<file path="config.mk">
export PLATFORM = sky130hd
export DESIGN_NAME = ibexc_tsmap_arbiter
export DESIGN_NICKNAME = d
export VERILOG_FILES = /design/src/rtl/ibexc_tsmap_arbiter.sv
export SDC_FILE = /design/constraint.sdc
export NUM_CORES = 1
export LEC_CHECK = 0
export BUFFER_PORTS_ARGS = -buffer_cell sky130_fd_sc_hd__buf_4
export CAP_MARGIN = 20
export CORE_AREA = 2 2 89 91
export DETAILED_ROUTE_END_ITERATION = 12
export DIE_AREA = 0 0 91 93
export PLACE_DENSITY = 0.57
export SYNTH_ARGS = -nofsm -noshare
export SYNTH_HDL_FRONTEND = slang
export SYNTH_SLANG_ARGS = --single-unit
</file>
<file path="constraint.sdc">
create_clock -name clk_i -period 4.1 [get_ports clk_i]
set_clock_uncertainty 0.05 [all_clocks]
set_input_delay 0.615 -clock clk_i [delete_from_list [all_inputs] [get_ports clk_i]]
set_output_delay 0.615 -clock clk_i [all_outputs]
set_load 0.05 [all_outputs]
</file>
<file path="src/rtl/ibexc_tsmap_arbiter.sv">
// Two-requester arbiter for the single-port temporal-safety map SRAM: core read port
// versus external revocation/allocator agent, with bounded ext starvation and bounds checking.
module ibexc_tsmap_arbiter #(
  parameter int TSMapSize   = 1024,
  parameter int AddrW       = 16,
  parameter int StarveLimit = 4
) (
  input  logic             clk_i,
  input  logic             rst_ni,

  input  logic             core_req_i,
  input  logic [AddrW-1:0] core_addr_i,
  output logic             core_gnt_o,
  output logic             core_rvalid_o,
  output logic [31:0]      core_rdata_o,
  output logic             core_err_o,

  input  logic             ext_req_i,
  input  logic             ext_we_i,
  input  logic [AddrW-1:0] ext_addr_i,
  input  logic [31:0]      ext_wdata_i,
  input  logic [3:0]       ext_be_i,
  output logic             ext_gnt_o,
  output logic             ext_rvalid_o,
  output logic [31:0]      ext_rdata_o,
  output logic             ext_err_o,

  output logic             mem_cs_o,
  output logic             mem_we_o,
  output logic [3:0]       mem_be_o,
  output logic [AddrW-1:0] mem_addr_o,
  output logic [31:0]      mem_wdata_o,
  input  logic [31:0]      mem_rdata_i
);

  // Handshake: a request (req) is accepted in the cycle its gnt is high; an ungranted
  // request stays asserted with stable payload. Exactly one cycle after acceptance the
  // owner's rvalid pulses for one cycle with rdata/err; there is no backpressure on rvalid.

  typedef enum logic [1:0] {
    RSP_NONE = 2'd0,
    RSP_CORE = 2'd1,
    RSP_EXT  = 2'd2
  } rsp_owner_e;

  localparam logic [AddrW:0] MapSize   = (AddrW + 1)'(TSMapSize);
  localparam logic [3:0]     StarveMax = 4'(StarveLimit);

  logic [3:0] starve_cnt_q, starve_cnt_d;
  rsp_owner_e rsp_owner_q, rsp_owner_d;
  logic       rsp_oor_q, rsp_oor_d;
  logic       rsp_we_q, rsp_we_d;

  logic core_in_range;
  logic ext_in_range;
  logic ext_forced;

  assign core_in_range = ({1'b0, core_addr_i} < MapSize);
  assign ext_in_range  = ({1'b0, ext_addr_i} < MapSize);
  assign ext_forced    = (starve_cnt_q >= StarveMax);

  // Core has priority unless ext has already lost StarveLimit cycles in a row.
  always_comb begin
    core_gnt_o = core_req_i & ~(ext_req_i & ext_forced);
    ext_gnt_o  = ext_req_i & ~core_gnt_o;
  end

  always_comb begin
    starve_cnt_d = starve_cnt_q;
    if (!ext_req_i || ext_gnt_o) begin
      starve_cnt_d = 4'd0;
    end else if (starve_cnt_q < StarveMax) begin
      starve_cnt_d = starve_cnt_q + 4'd1;
    end
  end

  // Out-of-range requests are granted but never reach the SRAM.
  always_comb begin
    mem_cs_o    = 1'b0;
    mem_we_o    = 1'b0;
    mem_be_o    = 4'h0;
    mem_addr_o  = '0;
    mem_wdata_o = 32'h0;
    if (core_gnt_o && core_in_range) begin
      mem_cs_o   = 1'b1;
      mem_be_o   = 4'hF;
      mem_addr_o = core_addr_i;
    end else if (ext_gnt_o && ext_in_range) begin
      mem_cs_o    = 1'b1;
      mem_we_o    = ext_we_i;
      mem_be_o    = ext_we_i ? ext_be_i : 4'hF;
      mem_addr_o  = ext_addr_i;
      mem_wdata_o = ext_wdata_i;
    end
  end

  always_comb begin
    rsp_owner_d = RSP_NONE;
    rsp_oor_d   = 1'b0;
    rsp_we_d    = 1'b0;
    if (core_gnt_o) begin
      rsp_owner_d = RSP_CORE;
      rsp_oor_d   = ~core_in_range;
    end else if (ext_gnt_o) begin
      rsp_owner_d = RSP_EXT;
      rsp_oor_d   = ~ext_in_range;
      rsp_we_d    = ext_we_i;
    end
  end

  always_ff @(posedge clk_i or negedge rst_ni) begin
    if (!rst_ni) begin
      starve_cnt_q <= 4'd0;
      rsp_owner_q  <= RSP_NONE;
      rsp_oor_q    <= 1'b0;
      rsp_we_q     <= 1'b0;
    end else begin
      starve_cnt_q <= starve_cnt_d;
      rsp_owner_q  <= rsp_owner_d;
      rsp_oor_q    <= rsp_oor_d;
      rsp_we_q     <= rsp_we_d;
    end
  end

  // Read data is taken straight from the SRAM output in the response cycle.
  always_comb begin
    core_rvalid_o = (rsp_owner_q == RSP_CORE);
    core_err_o    = core_rvalid_o & rsp_oor_q;
    core_rdata_o  = (core_rvalid_o && !rsp_oor_q) ? mem_rdata_i : 32'h0;
    ext_rvalid_o  = (rsp_owner_q == RSP_EXT);
    ext_err_o     = ext_rvalid_o & rsp_oor_q;
    ext_rdata_o   = (ext_rvalid_o && !rsp_oor_q && !rsp_we_q) ? mem_rdata_i : 32'h0;
  end

  a_one_grant : assert property (@(posedge clk_i) disable iff (!rst_ni)
    !(core_gnt_o && ext_gnt_o));
  a_starve_bounded : assert property (@(posedge clk_i) disable iff (!rst_ni)
    starve_cnt_q <= StarveMax);

endmodule

</file>
==> impl_metrics.tcl <==
set metrics [dict create \
    status "finished, final reports clean" \
    leakage_nw 1.74 \
    path_max_fanout 34 \
    synth-edff-count 0 \
    synthAdderAreaFrac_pct 0.896 \
    fin_nets 515 \
    clock.fmax_mhz 361 \
    antenna_found_initial 0 \
    syn_inst 195 \
    core_um2 7530 \
    io_buffers 222 \
    path_cells "buf_4 > nor3b_4 > and4b_4 > and2_1 > buf_4" \
    critPathSlowestCell "nor3b_4" \
    rows 32 \
    crit_required_ns 3.43 \
    num_antenna_cells 0 \
    ys_ff_latch 8 \
    synth_ff_type "dfrtp_1" \
    ctsResizeCount 0 \
    grt_overflow_total 0 \
    initial_core_util_pct 18.6 \
    hold_buffers 0 \
    tns_ns 0 \
    yosysSeqAreaShare_pct 14.3 \
    hold_viol 0 \
    place_inst 506 \
    area.growth.synth_to_final_pct 126 \
    crit_top_cell "buf_4" \
    min_period_ns 2.77 \
    syn_area_um2 1400 \
    ant_nets 0 \
    setup_violations 0 \
    worstPathArrival_ns 2.10 \
    wl_mm 6.48 \
    post_drt_wl_per_cell_um 12.7 \
    syn_area_per_cell_um2 7.16 \
    crit_family "simple AND/OR/NAND/NOR gates" \
    synth_commonest_cells "and2_1 (74), and2_2 (26), nand2_1 (12)" \
    dpl.hpwl_mm 5.50 \
    htree_levels 1 \
    clk_latency_ns 0.23 \
    end_kind "output port" \
    nFillCells 784 \
    clk_pin_slew_worst_paths_ns 0.04 \
    synth_most_common_cell "and2_1" \
    r2r-start "starve_cnt_q[2]$_DFFE_PN0P_" \
    slew_headroom_pct 59.5 \
    cts-root-buf "clkbuf_8" \
    avgViaCountPerCell 4.03 \
    synth_xor_area_share_pct 0.627 \
    gr-usage-all-layers_pct 13.8 \
    grt_max_degree 35 \
    final_layout_size_suffix_gt1_share_pct 63.6 \
    synth_cell_types 29 \
    die_h_um 93 \
    cts_made_buffers 3 \
    via_count 2052 \
    drt_iter0_markers 38 \
    period_share_pct 67.5 \
    async_flop_share_pct 100 \
    ys_top_cells_by_area "and2_1 (33%), dfrtp_1 (14%), and2_2 (14%), o32ai_1 (6.3%), nand3_1 (3.9%)" \
    synth-compound-area-share_pct 10.8 \
    hold_class "in2async" \
    cts_tree "yes" \
    muxShareOfSynthArea_pct 0 \
    rsz0062_at_grt "false" \
    grt_pass1_vias 1940 \
    drt-pass1-iter-count 4 \
    cts_buffer_depth 2 \
    top_level_ports 229 \
    yosysWarnings 0 \
    power_density_nw_per_um2 139 \
    startpoint_type "input port" \
    route.detailed.drc 0 \
    max_stage_delay_ns 0.56 \
    yosys.area.top_type "and2_1" \
    slew_viol_final 0 \
    maxCapViolations 0 \
    vdd_drop_max_uv 132 \
    critPathKind "in2out" \
    cts.sinks 8 \
    critical_path.n_buffers_inverters 2 \
    grt_pass1_wl_mm 9.84 \
    stdcell_count 509 \
    synth-simple-area-share_pct 63.1 \
    place_congestion 0.719 \
    cts_setup_buffers 0 \
    synth_top_area_share_pct 33.2 \
    synth_top_family_by_area "simple AND/OR/NAND/NOR gates" \
    die_area_um2 8460 \
    worst_pin_slew_ns 0.607 \
    worstSetupStartpoint "core_req_i" \
    die_w_um 91 \
]
-- final timing paths --
kind	slack, ns	end	depth (start not counted)
worst max-delay path	1.33	mem_wdata_o[3]	5
worst min-delay path	0.14	starve_cnt_q[2]$_DFFE_PN0P_	1
worst max register to register	2.52	rsp_oor_q$_DFF_PN0_	3
worst min register to register	0.39	starve_cnt_q[0]$_DFFE_PN0P_	1
max in group asynchronous	3.73	rsp_oor_q$_DFF_PN0_	1
min in group clk_i	0.39	starve_cnt_q[0]$_DFFE_PN0P_	1
-- cell families (layout without fill, tap and decap cells) --
kind of cell	Yosys count	in the layout
compound gates	20	20
xor+xnor	1	1
fa+ha+maj	1	1
buf+inv	24	230
flops	8	8
other cells	1	7
simple gates	140	140
-- cell usage in the layout, fill, tap and decap left out --
master and n:
nor2_1 5, and3_1 1, o32ai_1 10, nor2b_1 2
conb_1 7, nand2_1 12, dfrtp_1 8, and4b_4 1
and2_2 26, nor3b_2 1, nor4_2 1, xnor2_1 1
ha_1 1, nor3b_4 1, nand4_1 1, clkbuf_8 3
o21ai_0 5, buf_4 225, nand3_1 11, and2_1 74
and2b_2 1, nor3_1 1, a22o_1 1, nand2b_1 1
o31ai_1 4, inv_1 2, nor4_1 1
-- report_power, final --
group	internal, mW	leakage (nW)	switching (mW)
clock network	0.0636	0.0216	0.0310
logic	0.112	1.62	0.147
registers	0.0833	0.102	0.00256
total	0.259	1.74	0.181
-- stage by stage --
step	setup WS (ns)	hold WS [ns]	total power, mW	utilization [%]	cell area [um2]
final	1.33	0.142	0.439	41.9	3150
after CTS	1.32	0.140	0.446	41.9	3150
after detailed placement	1.32	0.383	0.348	41.3	3110
after floorplan	0.932	0.269	0.228	-	1420
after global routing	1.18	0.147	0.462	41.9	3150
after global placement	1.36	0.375	0.346	41.3	3110
-- sequential cells by signal, summed over array words and instances, names as in the netlist --
signal	cells
rsp_we_q	1
rsp_owner_q	2
starve_cnt_q	4
rsp_oor_q	1
-- cell type report --
cell class	count	area, um2	share of cell area [%]
multi-input cells	169	1080	34.4
inverters	2	7.51	0.238
clock buffers	3	41.3	1.31
well taps	102	128	4.05
flip-flops and latches	8	200	6.35
repair buffers	225	1690	53.6
-- per-layer routing --
| metal | global-route usage, % | part of all wire [%] | up-vias |
|---|---|---|---|
| li1 | - | - | 1049 |
| met1 | 15.5 | 37 | 887 |
| met2 | 26.8 | 54 | 110 |
| met3 | 2.74 | 8.3 | 6 |
| met4 | 3.28 | 1.1 | 0 |
| met5 | 0 | 0 | - |
Power figures use the tool's default switching activity.
